**config.mk**
```make
export PLATFORM = sky130hd
export DESIGN_NAME = dma_wr_engine
export DESIGN_NICKNAME = d
export VERILOG_FILES = /design/src/rtl/dma_wr_engine.sv
export SDC_FILE = /design/constraint.sdc
export NUM_CORES = 1
export LEC_CHECK = 0
export BUFFER_PORTS_ARGS = -buffer_cell sky130_fd_sc_hd__buf_4
export CAP_MARGIN = 5
export CORE_UTILIZATION = 56
export DETAILED_ROUTE_END_ITERATION = 12
export PLACE_DENSITY_LB_ADDON = 0.3
export SLEW_MARGIN = 5
export SYNTH_ARGS = -nofsm -noshare
export SYNTH_HDL_FRONTEND = slang
export SYNTH_SLANG_ARGS = --single-unit
```
**constraint.sdc**
```tcl
create_clock -name clk_i -period 8 [get_ports clk_i]
set_input_delay 1.2 -clock clk_i [delete_from_list [all_inputs] [get_ports clk_i]]
set_output_delay 1.2 -clock clk_i [all_outputs]
set_load 0.01 [all_outputs]
```
**src/rtl/dma_wr_engine.sv**
```systemverilog
// Channel write-side DMA master: drains the data FIFO into bus write bursts
// of at most MAX_BURST beats and reports completion or error per command.
module dma_wr_engine #(
    parameter int unsigned DATA_WD   = 32,
    parameter int unsigned ADDR_WD   = 32,
    parameter int unsigned LEN_WD    = 16,
    parameter int unsigned MAX_BURST = 16
) (
    input  logic               clk_i,
    input  logic               rstn_i,
    input  logic               cmd_valid_i,
    output logic               cmd_ready_o,
    input  logic [ADDR_WD-1:0] cmd_addr_i,
    input  logic [LEN_WD-1:0]  cmd_len_i,
    input  logic               fifo_valid_i,
    input  logic [DATA_WD-1:0] fifo_data_i,
    output logic               fifo_ready_o,
    output logic               aw_valid_o,
    input  logic               aw_ready_i,
    output logic [ADDR_WD-1:0] aw_addr_o,
    output logic [7:0]         aw_len_o,
    output logic               w_valid_o,
    input  logic               w_ready_i,
    output logic [DATA_WD-1:0] w_data_o,
    output logic               w_last_o,
    input  logic               b_valid_i,
    output logic               b_ready_o,
    input  logic [1:0]         b_resp_i,
    output logic               done_o,
    output logic               err_o
);

    localparam int unsigned ADDR_LSB = $clog2(DATA_WD / 8);
    // Counter width must hold both a full burst (up to 256) and the remaining length.
    localparam int unsigned CNT_WD   = (LEN_WD > 9) ? LEN_WD : 9;
    localparam logic [ADDR_WD-1:0] ALIGN_MASK = ~ADDR_WD'((64'd1 << ADDR_LSB) - 64'd1);

    typedef enum logic [2:0] {
        S_IDLE,
        S_AW,
        S_W,
        S_B,
        S_DONE
    } state_e;

    state_e              state_q, state_d;
    logic [ADDR_WD-1:0]  addr_q, addr_d;
    logic [LEN_WD-1:0]   rem_q, rem_d;
    logic [CNT_WD-1:0]   beat_q, beat_d;
    logic                err_q, err_d;
    logic [CNT_WD-1:0]   burst_c;
    logic                last_c;

    // Current burst size; rem_q only changes in B, so this is stable across AW and W.
    assign burst_c = (CNT_WD'(rem_q) >= CNT_WD'(MAX_BURST)) ? CNT_WD'(MAX_BURST)
                                                            : CNT_WD'(rem_q);
    assign last_c  = (beat_q == (burst_c - CNT_WD'(1)));
    assign err_o   = err_q;

    always_ff @(posedge clk_i or negedge rstn_i) begin
        if (!rstn_i) begin
            state_q <= S_IDLE;
            addr_q  <= '0;
            rem_q   <= '0;
            beat_q  <= '0;
            err_q   <= 1'b0;
        end else begin
            state_q <= state_d;
            addr_q  <= addr_d;
            rem_q   <= rem_d;
            beat_q  <= beat_d;
            err_q   <= err_d;
        end
    end

    always_comb begin
        state_d      = state_q;
        addr_d       = addr_q;
        rem_d        = rem_q;
        beat_d       = beat_q;
        err_d        = err_q;
        cmd_ready_o  = 1'b0;
        aw_valid_o   = 1'b0;
        aw_addr_o    = '0;
        aw_len_o     = '0;
        w_valid_o    = 1'b0;
        w_data_o     = '0;
        w_last_o     = 1'b0;
        fifo_ready_o = 1'b0;
        b_ready_o    = 1'b0;
        done_o       = 1'b0;

        case (state_q)
            S_IDLE: begin
                cmd_ready_o = 1'b1;
                if (cmd_valid_i) begin
                    addr_d  = cmd_addr_i & ALIGN_MASK;
                    rem_d   = cmd_len_i;
                    beat_d  = '0;
                    err_d   = 1'b0;
                    state_d = (cmd_len_i == '0) ? S_DONE : S_AW;
                end
            end
            S_AW: begin
                aw_valid_o = 1'b1;
                aw_addr_o  = addr_q;
                aw_len_o   = 8'(burst_c - CNT_WD'(1));
                if (aw_ready_i) begin
                    beat_d  = '0;
                    state_d = S_W;
                end
            end
            S_W: begin
                // Zero-latency pass-through between FIFO and write channel.
                w_valid_o    = fifo_valid_i;
                fifo_ready_o = w_ready_i;
                w_data_o     = fifo_data_i;
                w_last_o     = last_c;
                if (fifo_valid_i && w_ready_i) begin
                    beat_d = beat_q + CNT_WD'(1);
                    if (last_c) begin
                        state_d = S_B;
                    end
                end
            end
            S_B: begin
                b_ready_o = 1'b1;
                if (b_valid_i) begin
                    if (b_resp_i != 2'd0) begin
                        err_d   = 1'b1;
                        state_d = S_DONE;
                    end else begin
                        rem_d   = rem_q - LEN_WD'(burst_c);
                        addr_d  = addr_q + (ADDR_WD'(burst_c) << ADDR_LSB);
                        state_d = (rem_q == LEN_WD'(burst_c)) ? S_DONE : S_AW;
                    end
                end
            end
            S_DONE: begin
                done_o  = 1'b1;
                state_d = S_IDLE;
            end
            default: begin
                state_d = S_IDLE;
            end
        endcase
    end

endmodule

```
==> summary.txt, run 1 <==
Synth
  • Post-synth EDFFs: 0
  • Primary FF master, synth: dfrtp_1
  • Dominant cells by area after synthesis: dfrtp_1, and2_1, nor2_1
  • Syn Std Cell Area: 5240 um^2
  • Area leader, netlist: dfrtp_1
  • Cells after Synth: about 680
  • Yosys warning count: 0
  • Area share of the largest cell type after synthesis: 0.315
  • Seq cells post-synth: between 60 and 70
  • Syn Area/Cell: 7.72 um^2
  • FFs w/ async S/R, synth: 1.00
  • Library cells used by synthesis: slightly below 70
  • Post-synthesis sequential area ratio: 0.315

Cells and area
  • Antenna cell count: 0
  • Nets: between 900 and 1000
  • Fraction of layout cells with a size suffix above 1: 0.237
  • Most frequent cells in the layout: buf_4, nor2_1, dfrtp_1
  • P&R area growth vs syn: 27.6%
  • Most common cell after layout, fill and taps aside: buf_4

Setup path
  • R2R setup slack: about 3.6 ns
  • CP Class: reg2out
  • Critical path depth: 11
  • Cell-by-cell listing of the critical path: or4_1 > and4bb_1 > nand2_1 > ha_1 > nand2_1 > mux2_2 > a211o_1 > o21ai_1 > a211o_1 > nor4b_2 > buf_4
  • R2R cell count: 14
  • Buf/Inv on CP: 1
  • Worst Path Required: a little under 7 ns
  • Max stage delay on crit path: around 0.66 ns
  • Reg2reg end: addr_q[24]
  • CP endpoint kind: primary output
  • Crit-path leading delay family: simple AND/OR/NAND/NOR gates
  • Reg-to-reg startpoint: rem_q[5]
  • Type of origin of the critical path: flop
  • CP Launch Point: rem_q[5]
  • Slowest CP cell: and4bb_1
  • Worst EP arrival: between 3 and 4 ns
  • Crit-path max FO: 17
  • Worst Setup EP: w_last_o

Timing
  • Fin crit period: about 5.1 ns
  • Final setup fails: 0
  • Min Hold Slack: 0.517 ns
  • Fin crit share: 0.640
  • Slew Limit Fails: 0
  • Relative slew margins: 0.325
  • Slew of the pin with the lowest slew margin: ~1.0 ns
  • Setup_tns: 0 ns
  • Worst Skew: around 0.0082 ns
  • Unrepaired setup endpoints after global routing: no
  • Max Freq: 195 MHz
  • Hold Violations, Final: 0

Clocking
  • Worst-path clk slew: 0.08 ns
  • CTS buffer count: 9
  • Clock Latency Late Sink: approximately 0.35 ns
  • Setup Fix Bufs, Post-CTS: 0
  • Root buf cell: clkbuf_8
  • Clock Tree Buf Depth: 2
  • CTS H-Tree Depth: 3
  • CTS Sinks: between 60 and 70
  • Resize count post-CTS: 0
  • # hold bufs at CTS: 0
  • CTS tree: yes

Global route
  • Largest net degree at the start of global routing: 67
  • Vias in the first global route: approximately 5600
  • Initial antenna violation count: 0
  • All-layer global routing usage: 0.328
  • Remaining Overflow, GRT: 0
  • First-pass GRT wire length: 26000 um

Route
  • DRT antenna net count: 0
  • DRT Pass-1 Iters: 5
  • Drt wl/cell: around 17 um
  • DR iter-0 viols: about 440
  • DRC errors left: 0
  • DR vias: 5898
  • Routed Wire Length: around 16000 um
  • Vias per inst: between 6 and 7

Floorplan
  • Die Span Y: 98.8 um
  • Core area: between 8000 and 9000 um^2
  • DIE WIDTH: 98.8 um
  • Io pins: ~170
  • Area of the die: 9750 um^2
  • Initial Util: 0.590
  • Row count: 34

Placement
  • HPWL after DPL: approximately 11000 um
  • Gp weighted congestion: between 0.9 and 1
  • IO Port Bufs: 164

Power
  • Peak supply drop: 173 uV
  • Cell leakage power: between 3 and 4 nW
  • PD cells: 326 nW/um^2

Run status
  • Outcome: finished, final reports clean

Hold path
  • Hold Path Class: reg2reg

Run
  • Max Cap Viol: 0
stage by stage:
stage / worst slack (ns) / cell area (um^2) / util / instances / total power, mW
finish: 2.88 / 6690 / 0.753 / 938 / 2.18
global route: 2.59 / 6690 / 0.753 / 938 / 2.34
CTS: 2.89 / 6690 / 0.753 / 938 / 2.15
detailed placement: 3.26 / 6510 / 0.732 / 922 / 1.87
global placement: 3.37 / 6510 / 0.732 / 922 / 1.82
floorplan: 3.70 / 5290 / - / 691 / 1.44
worst register-to-register path, cell delays in order, from the launching register on:
cell and delay, ns:
dfrtp_1 0.43, or4_1 0.61, and4bb_1 0.66, nand2_1 0.16, inv_1 0.11, ha_1 0.20, inv_1 0.07, fa_1 0.40
nor2b_1 0.21, o31a_1 0.20, o311ai_1 0.15, a31oi_1 0.28, o21a_1 0.39, nand3_1 0.19, o221a_2 0.28
routing by layer:
metal | global-route usage | up-vias | share of wire
li1 | - | 2747 | -
met1 | 0.428 | 2791 | 0.41
met2 | 0.540 | 310 | 0.49
met3 | 0.0574 | 50 | 0.078
met4 | 0.138 | 0 | 0.027
met5 | 0 | - | 0
power by group:
part           switching (mW)  internal [mW]
combinational           0.730          0.554
clock                   0.145          0.129
sequential              0.163          0.462
registers in the layout, indices dropped and copies added, names as in the netlist:
| name | count |
|---|---|
| err_o | 1 |
| addr_q | 30 |
| rem_q | 16 |
| beat_q | 16 |
| state_q | 3 |
logic make-up (layout without fill, tap and decap cells):
logic type / count (synthesis) / in the layout / share of synthesized area
fa+ha+maj: 20 / 20 / 0.0492
other cells: 2 / 14 / 0.00143
compound gates: 183 / 183 / 0.229
flops: 66 / 66 / 0.315
simple gates: 324 / 324 / 0.317
mux: 6 / 6 / 0.0117
xor+xnor: 18 / 18 / 0.0301
buf+inv: 60 / 199 / 0.0468
area by class of cell:
type,count,area [um^2]
well taps,108,135
repair buffers,170,1280
clock buffers,12,155
inverters,13,48.8
fillers,678,2200
clock inverters,4,26.3
multi-input cells,565,3400
flip-flops and latches,66,1650
cell usage after synthesis, types with 9 or more instances:
master    count
clkbuf_1     40
and2_1       44
dfrtp_1      66
nor2_1       73
a31oi_1      11
xor2_1       12
nor3_1       34
and3_1       42
o21ai_0      43
nand2_1      61
inv_1        12
a21oi_1      42
nand3_1      25
ha_1         19
a211oi_1      9
worst min path at each step:
stage / end / start / slack, ns / cells after the start
detailed placement: addr_q[23] / addr_q[23] / 0.50 / 1
finish: addr_q[4] / addr_q[4] / 0.52 / 2
CTS: addr_q[23] / addr_q[23] / 0.52 / 1
global route: addr_q[23] / addr_q[23] / 0.54 / 1
floorplan: rem_q[12] / rem_q[12] / 0.46 / 2
global placement: err_o / err_o / 0.49 / 2
No activity file was read; power rests on OpenSTA's default activity.
==> run 2: changes to the inputs <==
--- a/config.mk
+++ b/config.mk
@@ -7,7 +7,7 @@
 export LEC_CHECK = 0
 export BUFFER_PORTS_ARGS = -buffer_cell sky130_fd_sc_hd__buf_4
 export CAP_MARGIN = 5
-export CORE_UTILIZATION = 56
+export CORE_UTILIZATION = 52
 export DETAILED_ROUTE_END_ITERATION = 12
 export PLACE_DENSITY_LB_ADDON = 0.3
 export SLEW_MARGIN = 5
==> constraint.sdc (replaced) <==
create_clock -name clk_i -period 4.9 [get_ports clk_i]
set_input_delay 0.735 -clock clk_i [delete_from_list [all_inputs] [get_ports clk_i]]
set_output_delay 0.735 -clock clk_i [all_outputs]
set_load 0.01 [all_outputs]
==> run 2 against run 1 <==
  * Worst hold slack lost 0.013 ns
  * Final cell count increased by 2.8%
  * Count of clock-buffer cells in the layout is 1 higher
  * Die area increased by 7.5%
  * Critical path depth unchanged
==> summary.txt, run 2 (synthesis gave the netlist of run 1 again) <==
Clocking
  • Worst-path clk slew: about 0.07 ns
  • CTS buffer count: 9
  • Clock Latency Late Sink: 0.35 ns
  • Clock Tree Buf Depth: 2
  • Setup Fix Bufs, Post-CTS: 0
  • Root buf cell: clkbuf_8
  • CTS H-Tree Depth: 3
  • Resize count post-CTS: 0
  • CTS tree: yes
  • # hold bufs at CTS: 0
  • CTS Sinks: between 60 and 70

Setup path
  • Reg2reg end: addr_q[24]
  • Worst EP arrival: between 3 and 4 ns
  • Type of origin of the critical path: flop
  • CP Launch Point: rem_q[5]
  • CP endpoint kind: primary output
  • Worst Path Required: 4.16 ns
  • R2R setup slack: 0.62 ns
  • Max stage delay on crit path: ~0.61 ns
  • R2R cell count: 14
  • Cell-by-cell listing of the critical path: or4_1 > and4bb_1 > nand2_1 > ha_1 > nand2_1 > mux2_2 > a211o_1 > o21ai_1 > a211o_1 > nor4b_2 > buf_4
  • Worst Setup EP: w_last_o
  • Crit-path leading delay family: simple AND/OR/NAND/NOR gates
  • CP Class: reg2out
  • Reg-to-reg startpoint: rem_q[5]
  • Buf/Inv on CP: 1
  • Critical path depth: 11
  • Slowest CP cell: or4_1
  • Crit-path max FO: 9

Global route
  • Vias in the first global route: 5317
  • All-layer global routing usage: 0.311
  • Initial antenna violation count: 0
  • Remaining Overflow, GRT: 0
  • Largest net degree at the start of global routing: 67
  • First-pass GRT wire length: 25600 um

Run status
  • Outcome: finished, final reports clean

Placement
  • Gp weighted congestion: approximately 0.95
  • HPWL after DPL: between 10000 and 15000 um
  • IO Port Bufs: roughly 160
  • Cell Area, Placed: between 6000 and 7000 um^2

Cells and area
  • Most common cell after layout, fill and taps aside: buf_4
  • Fill count: 803
  • Nets: between 900 and 1000
  • Antenna cell count: 0
  • Post-route cell area: approximately 6800 um^2
  • Max reg flops: 30
  • Most frequent cells in the layout: buf_4, nor2_1, dfrtp_1
  • Fraction of layout cells with a size suffix above 1: 0.237
  • Top flop regs: addr_q x30, beat_q x16, rem_q x16
  • Largest Register: addr_q
  • P&R area growth vs syn: 29.2%

Floorplan
  • Area of the die: between 10000 and 15000 um^2
  • Initial Util: 0.536
  • Core area: 9770 um^2
  • Io pins: ~170
  • DIE WIDTH: between 100 and 150 um
  • Row count: 36
  • Die Span Y: about 100 um

Timing
  • Slew of the pin with the lowest slew margin: around 1.1 ns
  • Max Freq: about 230 MHz
  • Fin crit share: 0.904
  • Unrepaired setup endpoints after global routing: no
  • Hold Violations, Final: 0
  • Slew Limit Fails: 0
  • Worst Skew: between 0.006 and 0.007 ns
  • Fin crit period: around 4.4 ns
  • Setup_tns: 0 ns
  • Final setup fails: 0
  • Relative slew margins: 0.266

Route
  • DRC errors left: 0
  • DR vias: 5783
  • DRT Pass-1 Iters: 5
  • DRT antenna net count: 0
  • Vias per inst: 6.00
  • DR iter-0 viols: 383
  • Routed Wire Length: 16000 um
  • Drt wl/cell: about 17 um

Power
  • Peak supply drop: between 200 and 300 uV
  • Total power: 3.64 mW
  • Cell leakage power: approximately 3.2 nW
  • PD cells: 538 nW/um^2

Hold path
  • Hold Path Class: in2async

Run
  • Max Cap Viol: 0
run 2: worst min-delay path by stage:
stage / startpoint / end / slack [ns] / cells past startpoint
after detailed placement: err_o / err_o / 0.50 / 2
after CTS: addr_q[23] / addr_q[23] / 0.51 / 1
after floorplan: rstn_i / addr_q[10] / 0.44 / 0
final: rstn_i / beat_q[3] / 0.50 / 1
after global routing: addr_q[23] / addr_q[23] / 0.53 / 1
after global placement: addr_q[23] / addr_q[23] / 0.49 / 1
run 2: worst reg2reg max path, cell delays in order (launching register included):
cell      delay (ns)
dfrtp_1         0.43
or4_1           0.61
and4bb_1        0.50
nand2_1         0.14
inv_1           0.09
ha_1            0.21
inv_1           0.07
fa_1            0.39
nor2b_1         0.21
o31a_1          0.21
o311ai_1        0.17
a31oi_1         0.29
o21a_1          0.38
nand3_1         0.20
o221a_2         0.28
run 2: cell type report:
| cell class | count | area (um^2) | area share |
|---|---|---|---|
| clock inverter | 2 | 60.1 | 0.00886 |
| timing repair buffer | 172 | 1290 | 0.191 |
| sequential | 66 | 1650 | 0.244 |
| inverter | 13 | 48.8 | 0.00720 |
| tap | 133 | 166 | 0.0246 |
| clock buffer | 13 | 159 | 0.0235 |
| multi-input combinational | 565 | 3400 | 0.502 |
run 2: power by group:
group          internal (mW)  total (mW)  leakage [nW]  switching, mW
logic                  0.908        2.12          2.33           1.21
clock network          0.312       0.521         0.110          0.208
registers              0.755        1.00         0.811          0.245
total                   1.98        3.64          3.25           1.67
run 2: per-layer routing:
layer | GRT usage | routed length, um | up-vias | part of all wire
met1 | 0.422 | 6860 | 2719 | 0.43
met4 | 0.108 | 386 | 0 | 0.024
met2 | 0.500 | 7650 | 271 | 0.48
met5 | 0 | 0 | - | 0
li1 | - | - | 2752 | -
met3 | 0.0554 | 1130 | 41 | 0.071
run 2: metrics by stage:
| stage | setup slack (ns) | utilization | instances | hold WS (ns) |
|---|---|---|---|---|
| 2_1_floorplan | 0.977 | - | 691 | 0.439 |
| 4_1_cts | 0.500 | 0.693 | 964 | 0.515 |
| 6_report | 0.472 | 0.693 | 964 | 0.504 |
| 3_5_place_dp | 0.701 | 0.671 | 949 | 0.497 |
| 5_1_grt | 0.249 | 0.693 | 964 | 0.528 |
| 3_3_place_gp | 0.860 | 0.671 | 949 | 0.486 |
==> run 3: changes to the inputs <==
--- a/config.mk
+++ b/config.mk
@@ -7,6 +7,7 @@
 export LEC_CHECK = 0
 export BUFFER_PORTS_ARGS = -buffer_cell sky130_fd_sc_hd__buf_4
 export CAP_MARGIN = 5
+export CORE_ASPECT_RATIO = 0.7
 export CORE_UTILIZATION = 52
 export DETAILED_ROUTE_END_ITERATION = 12
 export PLACE_DENSITY_LB_ADDON = 0.3
==> run 3 against run 2 <==
  * Via count rose by 0.73%
  * Utilization increased by 1.1 points
  * Final area is 1.4% higher
  * Power up 4.7%
  * First-iteration DRC count is 82% higher
==> summary.txt, run 3 (synthesis gave the netlist of run 1 again) <==
Run status
  • Outcome: finished, final reports clean

Global route
  • Largest net degree at the start of global routing: 67
  • All-layer global routing usage: 0.336
  • Remaining Overflow, GRT: 0
  • Vias in the first global route: ~5500
  • Initial antenna violation count: 0
  • First-pass GRT wire length: approximately 27000 um

Power
  • Peak supply drop: 345 uV
  • Clock power share: 0.173
  • Internal power: roughly 2.1 mW
  • PD cells: around 560 nW/um^2
  • Psw: 1.72 mW
  • Switch share: 0.451
  • Total power: 3.81 mW
  • Cell leakage power: between 3 and 4 nW
  • Comb power frac: 0.557
  • Part of the power in registers: 0.270

Clocking
  • Clock Latency Late Sink: 0.34 ns
  • Worst-path clk slew: ~0.060 ns
  • CTS buffer count: 9
  • Resize count post-CTS: 0
  • Root buf cell: clkbuf_16
  • CTS Sinks: 66
  • # hold bufs at CTS: 0
  • Setup Fix Bufs, Post-CTS: 0
  • CTS H-Tree Depth: 3
  • Clock Tree Buf Depth: 2
  • CTS tree: yes

Setup path
  • Max stage delay on crit path: approximately 0.6 ns
  • Cell-by-cell listing of the critical path: or4_1 > and4bb_1 > nand2_1 > ha_1 > nand2_1 > mux2_2 > a211o_1 > o21ai_1 > a211o_1 > nor4b_2 > buf_4
  • R2R cell count: 14
  • Slowest CP cell: or4_1
  • CP endpoint kind: primary output
  • Worst EP arrival: ~3.8 ns
  • Crit-path max FO: 9
  • Type of origin of the critical path: flop
  • Worst Path Required: approximately 4.2 ns
  • CP Class: reg2out

Cells and area
  • Most frequent cells in the layout: buf_4, nor2_1, dfrtp_1
  • Max reg flops: 30
  • Top flop regs: addr_q x30, beat_q x16, rem_q x16
  • Post-layout util: 0.704
  • Largest Register: addr_q
  • Antenna cell count: 0
  • Fraction of layout cells with a size suffix above 1: 0.242
  • Most common cell after layout, fill and taps aside: buf_4
  • Final non-filler cell total: slightly below 1000
  • P&R area growth vs syn: 31.1%
  • Nets: approximately 940

Route
  • DRC errors left: 0
  • DRT Pass-1 Iters: 5
  • Vias per inst: approximately 6
  • DR iter-0 viols: about 700
  • Drt wl/cell: roughly 18 um
  • DRT antenna net count: 0
  • Routed Wire Length: ~17000 um
  • DR vias: roughly 5800

Timing
  • PnR worst setup slack: roughly 0.36 ns
  • Fin crit share: 0.927
  • Unrepaired setup endpoints after global routing: no
  • Final setup fails: 0
  • Slew Limit Fails: 0
  • Max Freq: 220 MHz
  • Worst Skew: about 0.0055 ns
  • Slew of the pin with the lowest slew margin: ~0.86 ns
  • Setup_tns: 0 ns
  • Relative slew margins: 0.429
  • Fin crit period: 4.54 ns
  • Hold Violations, Final: 0

Floorplan
  • Area of the die: 10500 um^2
  • DIE WIDTH: 122 um
  • Die Span Y: about 86 um
  • Initial Util: 0.537
  • Core area: 9760 um^2
  • Row count: 30
  • Io pins: 169

Run
  • Max Cap Viol: 0

Placement
  • Gp weighted congestion: ~0.96
  • Pre-CTS WS: around 0.73 ns
  • Cells after DPL: between 900 and 1000
  • HPWL after DPL: 12300 um
  • IO Port Bufs: about 160

Hold path
  • Hold Path Class: in2async
[run 3: cell count changes in the layout (fill, tap and decap cells not counted), sizes merged]
cell	previous run	this run
clkinv	0	3
buf	172	174
clkbuf	13	11
bufinv	2	1
clkinvlp	0	1
[run 3: area by class of cell]
cell class	count	area, um^2
clock buffer	11	253
clock inverter	5	52.6
fill	781	2890
inverter	13	48.8
multi-input combinational	565	3400
sequential	66	1650
tap	128	160
timing repair buffer	174	1310
[run 3: critical path, delay by kind of cell, from the launching register on]
family,cells,cell delay [ns]
simple gates,5,1.83
compound gates,3,0.52
flops,1,0.43
fa+ha+maj,1,0.30
mux,1,0.21
buf+inv,1,0.18
[run 3: final timing paths]
check | from | to | slack [ns]
setup / recovery | rem_q[5] | w_last_o | 0.36
hold / removal | rstn_i | addr_q[6] | 0.51
setup reg to reg | rem_q[5] | addr_q[30] | 0.58
hold reg to reg | addr_q[23] | addr_q[23] | 0.51
max in group asynchronous | rstn_i | rem_q[2] | 3.83
min in group clk_i | addr_q[23] | addr_q[23] | 0.51
[run 3: per-layer routing]
metal / vias up / part of all wire / GRT usage / wire length (um)
met5: - / 0.0017 / 0.0240 / 29
met4: 2 / 0.017 / 0.0920 / 282
met3: 27 / 0.095 / 0.0824 / 1630
met2: 309 / 0.46 / 0.530 / 7850
met1: 2722 / 0.43 / 0.454 / 7270
li1: 2765 / - / - / -
[run 3: power groups by stage]
stage | sequential (mW) | combinational (mW) | clock [mW]
after floorplan | 0.904 | 1.45 | 0
after global placement | 1.01 | 2.00 | 0
after detailed placement | 1.02 | 2.06 | 0
after CTS | 1.02 | 2.08 | 0.664
after global routing | 1.06 | 2.34 | 0.691
final | 1.03 | 2.12 | 0.660
[run 3: stage by stage]
stage	hold slack, ns	instance area [um^2]
after floorplan	0.439	5290
after global placement	0.488	6570
after detailed placement	0.498	6570
after CTS	0.510	6870
after global routing	0.526	6870
final	0.508	6870
